**src/rtl/serial_add_ctrl.sv**
```systemverilog
// Bit-serial adder: one shared full adder steps LSB-first through WIDTH bits per operation.
// Optional subtract mode (adds port sub) is enabled by defining SERIAL_ADD_SUB_EN.
module serial_add_ctrl #(
  parameter int WIDTH = 8
) (
  input  logic             clk,
  input  logic             rst,
  input  logic             start,
  input  logic [WIDTH-1:0] a,
  input  logic [WIDTH-1:0] b,
  input  logic             cin,
`ifdef SERIAL_ADD_SUB_EN
  input  logic             sub,
`endif
  output logic             busy,
  output logic             done,
  output logic [WIDTH-1:0] sum,
  output logic             cout
);

  localparam int CNT_W = $clog2(WIDTH);
  localparam logic [CNT_W-1:0] LAST = CNT_W'(WIDTH - 1);

  typedef enum logic [1:0] {IDLE = 2'd0, RUN = 2'd1, DONE = 2'd2} state_t;

  state_t           r_state;
  state_t           w_next;
  logic [WIDTH-1:0] r_a;
  logic [WIDTH-1:0] r_b;
  logic [WIDTH-1:0] r_part;
  logic [WIDTH-1:0] r_sum;
  logic             r_carry;
  logic             r_cout;
  logic [CNT_W-1:0] r_cnt;
  logic             w_s;
  logic             w_co;
  logic             w_last;
  logic [WIDTH-1:0] w_b_load;
  logic             w_c_load;

  function automatic logic fa_sum(input logic x, input logic y, input logic ci);
    return x ^ y ^ ci;
  endfunction

  function automatic logic fa_carry(input logic x, input logic y, input logic ci);
    return (x & y) | (x & ci) | (y & ci);
  endfunction

  always_comb begin
    w_s    = fa_sum(r_a[0], r_b[0], r_carry);
    w_co   = fa_carry(r_a[0], r_b[0], r_carry);
    w_last = (r_cnt == LAST);
  end

  // Subtraction is a + ~b + 1, so cout=1 means no borrow.
  always_comb begin
    w_b_load = b;
    w_c_load = cin;
`ifdef SERIAL_ADD_SUB_EN
    if (sub) begin
      w_b_load = ~b;
      w_c_load = 1'b1;
    end
`endif
  end

  always_ff @(posedge clk) begin
    if (rst) r_state <= IDLE;
    else     r_state <= w_next;
  end

  always_comb begin
    w_next = r_state;
    case (r_state)
      IDLE:    if (start) w_next = RUN;
      RUN:     if (w_last) w_next = DONE;
      DONE:    w_next = IDLE;
      default: w_next = IDLE;
    endcase
  end

  always_comb begin
    busy = 1'b0;
    done = 1'b0;
    case (r_state)
      RUN:     busy = 1'b1;
      DONE: begin
        busy = 1'b1;
        done = 1'b1;
      end
      default: ;
    endcase
  end

  // Counter holds at WIDTH-1 on the final bit instead of wrapping.
  always_ff @(posedge clk) begin
    if (rst) begin
      r_a     <= '0;
      r_b     <= '0;
      r_part  <= '0;
      r_carry <= 1'b0;
      r_cnt   <= '0;
      r_sum   <= '0;
      r_cout  <= 1'b0;
    end else begin
      case (r_state)
        IDLE: begin
          if (start) begin
            r_a     <= a;
            r_b     <= w_b_load;
            r_carry <= w_c_load;
            r_cnt   <= '0;
          end
        end
        RUN: begin
          r_a     <= r_a >> 1;
          r_b     <= r_b >> 1;
          r_part  <= {w_s, r_part[WIDTH-1:1]};
          r_carry <= w_co;
          if (w_last) begin
            r_sum  <= {w_s, r_part[WIDTH-1:1]};
            r_cout <= w_co;
          end else begin
            r_cnt <= r_cnt + CNT_W'(1);
          end
        end
        default: ;
      endcase
    end
  end

  assign sum  = r_sum;
  assign cout = r_cout;

endmodule
```
**config.mk**
```make
export PLATFORM = sky130hd
export DESIGN_NAME = serial_add_ctrl
export DESIGN_NICKNAME = d
export VERILOG_FILES = /design/src/rtl/serial_add_ctrl.sv
export SDC_FILE = /design/constraint.sdc
export NUM_CORES = 1
export LEC_CHECK = 0
export BUFFER_PORTS_ARGS = -buffer_cell sky130_fd_sc_hd__buf_2
export CAP_MARGIN = 5
export CORE_UTILIZATION = 50
export DETAILED_ROUTE_END_ITERATION = 6
export GPL_ROUTABILITY_DRIVEN = 0
export PLACE_DENSITY = 0.7
export SKIP_LAST_GASP = 1
export SYNTH_ARGS = -nofsm -noshare
export SYNTH_HDL_FRONTEND = slang
export SYNTH_SLANG_ARGS = --single-unit
```
**constraint.sdc**
```tcl
create_clock -name clk -period 1.9 [get_ports clk]
set_clock_uncertainty 0.15 [all_clocks]
set_input_delay 0.095 -clock clk [delete_from_list [all_inputs] [get_ports clk]]
set_output_delay 0.095 -clock clk [all_outputs]
set_load 0.05 [all_outputs]
```
==> results of run 1 <==
-- registers in the layout, summed over array words and instances (netlist names) --
signal	count
r_b	8
cout	1
r_part	7
r_a	8
sum	8
r_state	2
r_carry	1
r_cnt	3
-- worst max-delay path, delay by kind of cell, from the launching register on --
family | cells | cell delay [ns]
flip-flops | 1 | 0.34
adder cells (fa/ha/maj) | 2 | 0.43
AO/OA/AOI/OAI | 2 | 0.54
AND/OR/NAND/NOR | 1 | 0.22
-- power by group --
group	internal, mW	total [mW]	leakage (nW)	switching (mW)
Clock	0.178	0.450	0.0343	0.272
Sequential	0.857	0.901	0.310	0.0433
Combinational	0.205	0.453	0.523	0.248
Total	1.24	1.80	0.868	0.563
-- cells by family (layout without fill, tap and decap cells) --
family,Yosys count,count (layout),synth area share
buffers and inverters,14,58,0.0593
multiplexers,24,24,0.135
AO/OA/AOI/OAI,36,36,0.177
adder cells (fa/ha/maj),8,8,0.0593
flip-flops,38,38,0.420
AND/OR/NAND/NOR,55,55,0.149
-- layer usage --
layer  global-route usage  vias up  wire (um)  part of all wire
met4                0.102        0        119             0.032
met5                    0        -          0                 0
li1                     -      694          -                 -
met2                0.360       33       1830              0.50
met1                0.248      677       1610              0.44
met3               0.0551       13        124             0.034
-- cell usage in the layout (no fill, tap or decap) --
| master | Yosys | routed |
|---|---|---|
| fa_1 | 1 | 1 |
| mux2_8 | 0 | 1 |
| nand2_2 | 1 | 1 |
| o31ai_1 | 1 | 1 |
| mux2i_1 | 23 | 23 |
| o311ai_0 | 2 | 2 |
| clkbuf_4 | 0 | 5 |
| inv_1 | 3 | 3 |
| clkinv_2 | 0 | 1 |
| nand2_1 | 21 | 21 |
| nor2_2 | 15 | 15 |
| o311ai_1 | 1 | 1 |
| buf_4 | 1 | 4 |
| o41ai_1 | 2 | 2 |
| nor2b_1 | 1 | 1 |
| dlygate4sd3_1 | 0 | 13 |
| clkbuf_8 | 0 | 1 |
| dfxtp_1 | 38 | 38 |
| ha_2 | 0 | 1 |
| nand2b_1 | 1 | 1 |
| clkinvlp_4 | 0 | 1 |
| buf_2 | 3 | 30 |
| o21ai_0 | 1 | 1 |
| and2_4 | 1 | 1 |
| or2b_1 | 1 | 1 |
| and3b_1 | 1 | 1 |
| a21oi_1 | 11 | 11 |
| nor2_1 | 11 | 11 |
| nand3b_1 | 1 | 1 |
| a211oi_2 | 15 | 15 |
| ha_1 | 7 | 6 |
| a22oi_1 | 2 | 2 |
| a21o_1 | 1 | 1 |
| nand3_1 | 1 | 1 |
-- per-stage QoR --
step	total power, mW	hold WS, ns	cell area [um^2]
after CTS	1.80	0.000646	2150
after detailed placement	1.34	0.209	1950
after floorplan	1.28	0.0933	1810
final	1.80	0.00816	2160
after global routing	1.90	0.0103	2160
after global placement	1.32	0.207	1950
-- worst min path at each step --
stage          startpoint      to  depth (start not counted)
2_1_floorplan        a[7]  r_a[7]                          2
3_3_place_gp         a[7]  r_a[7]                          3
3_5_place_dp         a[7]  r_a[7]                          3
4_1_cts              a[4]  r_a[4]                          3
5_1_grt              a[0]  r_a[0]                          3
6_report             a[4]  r_a[4]                          3
-- synthesized netlist by cell type, drive strengths merged (2+ instances only) --
| cell type | instances | share of area |
|---|---|---|
| ha | 7 | 0.048 |
| inv | 3 | 0.0062 |
| o41ai | 2 | 0.0097 |
| buf | 10 | 0.051 |
| a211oi | 15 | 0.10 |
| a22oi | 2 | 0.0083 |
| nand2 | 22 | 0.047 |
| mux2i | 23 | 0.13 |
| dfxtp | 38 | 0.42 |
| o311ai | 3 | 0.014 |
| nor2 | 26 | 0.075 |
| a21oi | 11 | 0.030 |
-- final cells by class --
type	instances	area (um^2)
Fill cell	304	1250
Clock inverter	2	12.5
Inverter	3	11.3
Sequential cell	38	761
Multi-Input combinational cell	123	958
Tap cell	46	57.6
Clock buffer	6	51.3
Timing Repair Buffer	47	310
-- what timing repair did --
action / CTS / global route
endpoints found under the hold margin: 13 / 0
hold buffers: 13 / 0
endpoints found under the setup margin: 0 / 15
resized for setup: 0 / 2
==> results.sh, run 1 <==
export IMPL_path_max_fanout=12
export IMPL_clkTransAtPathRegs_ns=0.12
export IMPL_ant_nets=0
export IMPL_area_growth_syn_to_layout_pct=19.3
export IMPL_setup_violations_final=0
export IMPL_synth_cells=175
export IMPL_die_h_um=62.2
export IMPL_final_hold_viol_count=0
export IMPL_vias=1417
export IMPL_cts_root_buf="clkbuf_4"
export IMPL_pwr_density_cell_nw_per_um2=834
export IMPL_postSynthNetCount=203
export IMPL_postSynthAreaPerCell_um2=10.4
export IMPL_rsz0062_at_grt="false"
export IMPL_grt_pass1_wl_mm=6.56
export IMPL_cts_buffers=5
export IMPL_wire_per_inst_um=13.9
export IMPL_start_util=0.531
export IMPL_ir_worst_vdd_mv=0.470
export IMPL_maxCapViolCount=0
export IMPL_diodes=0
export IMPL_tritoncts="yes"
export IMPL_setup_slack_ns=0.0955
export IMPL_drt_total_wl_mm=3.68
export IMPL_setup_tns_ns=0
export IMPL_drtIter0Drc=51
export IMPL_track_usage=0.212
export IMPL_gr_total_overflow=0
export IMPL_cts_path_max_buffers=2
export IMPL_leakagePower_nw=0.868
export IMPL_endpoint_kind="flop"
export IMPL_clock_fmax_mhz=554
export IMPL_nets=246
export IMPL_dp_cells=244
export IMPL_critPathMaxStageDelay_ns=0.40
export IMPL_die_area_um2=3870
export IMPL_status="completed"
export IMPL_start_kind="flop"
export IMPL_place_ws_ns=0.0935
export IMPL_reg2reg_slack_ns=0.1
export IMPL_hold_class="input port to flop"
export IMPL_reg2reg_from="r_cnt[0]"
export IMPL_period_share=0.950
export IMPL_firstDrtPassIters=4
export IMPL_slew_limit_headroom=0.649
export IMPL_crit_arrival_ns=1.88
export IMPL_die_x_um=62.2
export IMPL_endpoint="r_cnt[0]"
export IMPL_async_flop_share=0
export IMPL_cts_setup_buffers=0
export IMPL_synth_warnings=0
export IMPL_rows=21
export IMPL_synth_main_ff_cell="dfxtp_1"
export IMPL_cts_max_level=2
export IMPL_pin_count=31
export IMPL_final_core_util=0.633
export IMPL_grt_max_degree=31
export IMPL_worst_slew_pin_slew_ns=0.527
export IMPL_crit_chain="ha_1, ha_1, and2_4, o311ai_0, o31ai_1"
export IMPL_worstSetupPathType="flop to flop"
export IMPL_min_period_ns=1.80
export IMPL_drc=0
export IMPL_dpl_hpwl_mm=2.52
export IMPL_seq_area_frac_synth=0.420
export IMPL_drive_gt1_frac=0.347
export IMPL_synth_edf_count=0
export IMPL_antenna_found_initial=0
export IMPL_final_cells=265
export IMPL_portBuffers=30
export IMPL_cpMostUsedCell="ha_1"
export IMPL_viasPerCell=5.35
export IMPL_grt_pass1_vias=1482
export IMPL_netlist_area_um2=1810
export IMPL_drv_slew=0
export IMPL_ys_ff_latch=38
export IMPL_clkSinkCount=38
export IMPL_crit_path_start="r_cnt[0]"
export IMPL_clkLatencyLatePin_ns=0.35
export IMPL_core_um2=3420
export IMPL_cpMaxStageDelayCell="o311ai_0"
export IMPL_worst_r2r_path_depth=5
export IMPL_crit_required_ns=1.98
export IMPL_ys_types=32
export IMPL_worst_r2r_endpoint="r_cnt[0]"
(Power assumes the default switching activity.)
==> run 2, diff against run 1 <==
BUFFER_PORTS_ARGS = unset   (was -buffer_cell sky130_fd_sc_hd__buf_2)
CORE_ASPECT_RATIO = 1.75   (was unset)
DONT_BUFFER_PORTS = 1   (was unset)
PLACE_DENSITY = 0.63   (was 0.7)
==> results.sh, run 2 (synthesized netlist as in run 1, its figures left out) <==
export IMPL_status="completed"
export IMPL_p_total_mw=2.13
export IMPL_mostFrequentLayoutCells="dfxtp_1, mux2i_1, nand2_1, dlygate4sd3_1"
export IMPL_worst_slew_pin_slew_ns=0.516
export IMPL_min_period_ns=1.80
export IMPL_path_max_fanout=12
export IMPL_cts_root_buf="clkbuf_8"
export IMPL_period_share=0.948
export IMPL_clkSinkCount=38
export IMPL_cts_buffers=5
export IMPL_die_h_um=81.7
export IMPL_diodes=0
export IMPL_whs_ns=0.0107
export IMPL_wire_per_inst_um=13.6
export IMPL_setup_tns_ns=0
export IMPL_track_usage=0.185
export IMPL_vias=1285
export IMPL_worstSetupPathType="flop to flop"
export IMPL_rsz0062_at_grt="true"
export IMPL_cts_max_level=2
export IMPL_tritoncts="yes"
export IMPL_pwr_density_cell_nw_per_um2=996
export IMPL_maxCapViolCount=0
export IMPL_switchingPower_uw=553
export IMPL_crit_required_ns=1.91
export IMPL_leakagePower_nw=0.791
export IMPL_grt_pass1_wl_mm=5.17
export IMPL_clkLatencyLatePin_ns=0.29
export IMPL_nets=221
export IMPL_setup_violations_final=0
export IMPL_drv_slew=0
export IMPL_slew_limit_headroom=0.655
export IMPL_dp_cells=211
export IMPL_ir_worst_vdd_mv=0.841
export IMPL_dpl_hpwl_mm=2.25
export IMPL_hold_class="input port to flop"
export IMPL_swShare=0.260
export IMPL_grt_pass1_vias=1271
export IMPL_final_cells=239
export IMPL_intPower_mw=1.57
export IMPL_p_clk_frac=0.378
export IMPL_endpoint_kind="flop"
export IMPL_die_x_um=47.5
export IMPL_drc=0
export IMPL_clock_fmax_mhz=555
export IMPL_start_kind="flop"
export IMPL_drive_gt1_frac=0.227
export IMPL_ant_nets=0
export IMPL_gr_total_overflow=0
export IMPL_power_share_sequential=0.424
export IMPL_core_um2=3430
export IMPL_rows=28
export IMPL_comb_power_share=0.198
export IMPL_area_growth_syn_to_layout_pct=17.8
export IMPL_drtIter0Drc=24
export IMPL_final_core_util=0.622
export IMPL_pin_count=31
export IMPL_viasPerCell=5.38
export IMPL_drt_total_wl_mm=3.26
export IMPL_cts_path_max_buffers=2
export IMPL_start_util=0.528
export IMPL_cts_resized=0
export IMPL_final_common_cell="dfxtp_1"
export IMPL_clkTransAtPathRegs_ns=0.08
export IMPL_die_area_um2=3880
export IMPL_grt_max_degree=38
export IMPL_portBuffers=0
export IMPL_firstDrtPassIters=3
export IMPL_crit_arrival_ns=1.81
export IMPL_final_hold_viol_count=0
export IMPL_antenna_found_initial=0
run 2: changes by cell type in the layout (fill, tap and decap cells not counted), moves of 2 or more:
cell           before  now
buf_2              30    0
dlygate4sd3_1      13   19
clkbuf_4            5    0
clkbuf_8            1    5
buf_4               4    2
bufinv_16           0    2
run 2: critical path, stage by stage, from the launching register on:
cell,delay (ns)
dfxtp_1,0.33
ha_1,0.21
ha_1,0.24
and2_4,0.22
o311ai_0,0.39
o41ai_1,0.13
run 2: worst paths after layout:
path / to / cells after the start / start / slack (ns)
worst min register to register: sum[0] / 2 / r_part[1] / 0.32
worst max register to register: r_cnt[1] / 5 / r_cnt[0] / 0.1
worst max-delay path: r_cnt[1] / 5 / r_cnt[0] / 0.1
worst min-delay path: r_state[1] / 3 / start / 0.01
run 2: stage by stage:
step / instance area [um^2] / setup WS (ns)
global route: 2140 / -0.00736
floorplan: 1810 / 0.284
finish: 2140 / 0.0997
detailed placement: 1790 / 0.112
CTS: 2140 / 0.101
global placement: 1790 / 0.172
run 2: power groups by stage:
stage	clock network (mW)	registers (mW)	logic, mW
after floorplan	0	0.909	0.375
after global placement	0	0.917	0.362
after detailed placement	0	0.920	0.374
after CTS	0.824	0.902	0.427
after global routing	0.858	0.909	0.457
final	0.804	0.902	0.422
run 2: timing repair:
action,4_1_cts,5_1_grt
setup endpoints to repair,0,2
hold buffers,20,0
setup buffers,0,0
endpoints found under the hold margin,38,0
run 2: routing by layer:
layer  share of wire  global-route usage  up-vias
met5               0                   0        -
met2            0.56               0.353       18
met1            0.39               0.166      611
met4           0.016              0.0771        0
met3           0.035              0.0527        7
li1                -                   -      649
run 2: cell type report:
type	instances	area [um^2]
Inverter	3	11.3
Timing Repair Buffer	22	225
Multi-Input combinational cell	123	945
Fill cell	319	1300
Clock inverter	3	68.8
Tap cell	45	56.3
Sequential cell	38	761
Clock buffer	5	68.8
==> run 3, diff against run 2 <==
RECOVER_POWER = 50   (was unset)
==> results.sh, run 3 (synthesized netlist as in run 1, its figures left out) <==
export IMPL_reg2reg_from="r_cnt[0]"
export IMPL_drv_slew=0
export IMPL_crit_required_ns=1.91
export IMPL_worstSetupPathType="flop to flop"
export IMPL_ir_worst_vdd_mv=0.841
export IMPL_worst_r2r_path_depth=5
export IMPL_start_util=0.528
export IMPL_grt_max_degree=38
export IMPL_rows=28
export IMPL_gr_total_overflow=0
export IMPL_p_total_mw=2.13
export IMPL_pwr_density_cell_nw_per_um2=997
export IMPL_critPathMaxStageDelay_ns=0.39
export IMPL_final_hold_viol_count=0
export IMPL_maxCapViolCount=0
export IMPL_cts_buffers=5
export IMPL_cts_path_max_buffers=2
export IMPL_period_share=0.948
export IMPL_crit_arrival_ns=1.81
export IMPL_mostFrequentLayoutCells="dfxtp_1, mux2i_1, nand2_1, dlygate4sd3_1"
export IMPL_worst_r2r_endpoint="r_cnt[1]"
export IMPL_clkTransAtPathRegs_ns=0.08
export IMPL_die_x_um=47.5
export IMPL_grt_pass1_wl_mm=5.17
export IMPL_wire_per_inst_um=13.6
export IMPL_min_period_ns=1.80
export IMPL_clkSinkCount=38
export IMPL_cts_setup_buffers=0
export IMPL_worst_slew_pin_slew_ns=0.516
export IMPL_nets=221
export IMPL_ant_nets=0
export IMPL_firstDrtPassIters=3
export IMPL_area_growth_syn_to_layout_pct=17.6
export IMPL_cts_resized=0
export IMPL_slew_limit_headroom=0.655
export IMPL_final_common_cell="dfxtp_1"
export IMPL_setup_violations_final=0
export IMPL_reg2reg_slack_ns=0.1
export IMPL_antenna_found_initial=0
export IMPL_whs_ns=0.0107
export IMPL_drc=0
export IMPL_dpl_hpwl_mm=2.25
export IMPL_nFillCells=321
export IMPL_cpMaxStageDelayCell="o311ai_0"
export IMPL_drt_total_wl_mm=3.26
export IMPL_tritoncts="yes"
export IMPL_die_area_um2=3880
export IMPL_drive_gt1_frac=0.222
export IMPL_cts_root_buf="clkbuf_8"
export IMPL_viasPerCell=5.38
export IMPL_clock_fmax_mhz=555
export IMPL_setup_tns_ns=0
export IMPL_leakagePower_nw=0.787
export IMPL_die_h_um=81.7
export IMPL_rsz0062_at_grt="true"
export IMPL_hold_class="input port to flop"
export IMPL_core_um2=3430
export IMPL_path_max_fanout=12
export IMPL_diodes=0
export IMPL_crit_chain="ha_1, ha_1, and2_4, o311ai_0, o41ai_1"
export IMPL_vias=1285
export IMPL_status="completed"
export IMPL_track_usage=0.185
export IMPL_hold_end="r_state[1]"
export IMPL_pin_count=31
export IMPL_grt_pass1_vias=1271
export IMPL_portBuffers=0
export IMPL_endpoint_kind="flop"
export IMPL_cts_max_level=2
export IMPL_clkLatencyLatePin_ns=0.29
export IMPL_min_delay_start="start"
export IMPL_start_kind="flop"
export IMPL_hold_path_depth=3
export IMPL_drtIter0Drc=24
export IMPL_cpMostUsedCell="ha_1"
-- run 3: cell count changes in the layout (fill, tap and decap cells not counted) --
cell	change
buf_4	-1
clkbuf_1	+1
-- run 3: worst max path at each step --
stage                          start        to  slack (ns)  cells past startpoint
after floorplan           r_state[1]  r_cnt[2]        0.28                      7
after global placement    r_state[1]    r_a[7]        0.17                      6
after detailed placement  r_state[1]    r_a[5]        0.11                      5
after CTS                 r_state[1]    r_b[7]        0.10                      6
after global routing      r_state[1]    r_a[7]      -0.007                      6
final                       r_cnt[0]  r_cnt[1]         0.1                      5
-- run 3: layout make-up --
cell class	instances	area, um^2	area share
clock buffer	5	68.8	0.0323
clock inverter	3	68.8	0.0323
inverter	3	11.3	0.00528
multi-input combinational	123	945	0.443
sequential	38	761	0.357
tap	45	56.3	0.0264
timing repair buffer	22	221	0.104
-- run 3: critical path, delay by kind of cell (launching register included) --
| kind | cells | cell delay [ns] |
|---|---|---|
| flip-flops | 1 | 0.33 |
| AO/OA/AOI/OAI | 2 | 0.52 |
| adder cells (fa/ha/maj) | 2 | 0.45 |
| AND/OR/NAND/NOR | 1 | 0.22 |
-- run 3: where the power goes --
group	switching (mW)	internal, mW
clock	0.278	0.526
sequential	0.0449	0.857
combinational	0.230	0.190
-- run 3: layer usage --
layer | track usage | share of wire | wire, um
met5 | 0 | 0 | 0
met2 | 0.353 | 0.56 | 1830
met1 | 0.166 | 0.38 | 1250
met4 | 0.0771 | 0.016 | 53
met3 | 0.0527 | 0.035 | 114
-- run 3: timing repair --
item / CTS / global route
endpoints found under the hold margin: 38 / 0
hold buffers: 20 / 0
setup endpoints to repair: 0 / 2
-- run 3: stage by stage --
stage / worst slack (ns) / std cells / instance area (um^2) / utilization
2_1_floorplan: 0.284 / 175 / 1810 / -
3_3_place_gp: 0.172 / 211 / 1790 / 0.521
3_5_place_dp: 0.112 / 211 / 1790 / 0.521
4_1_cts: 0.101 / 239 / 2140 / 0.622
5_1_grt: -0.00736 / 239 / 2130 / 0.621
6_report: 0.0997 / 239 / 2130 / 0.621
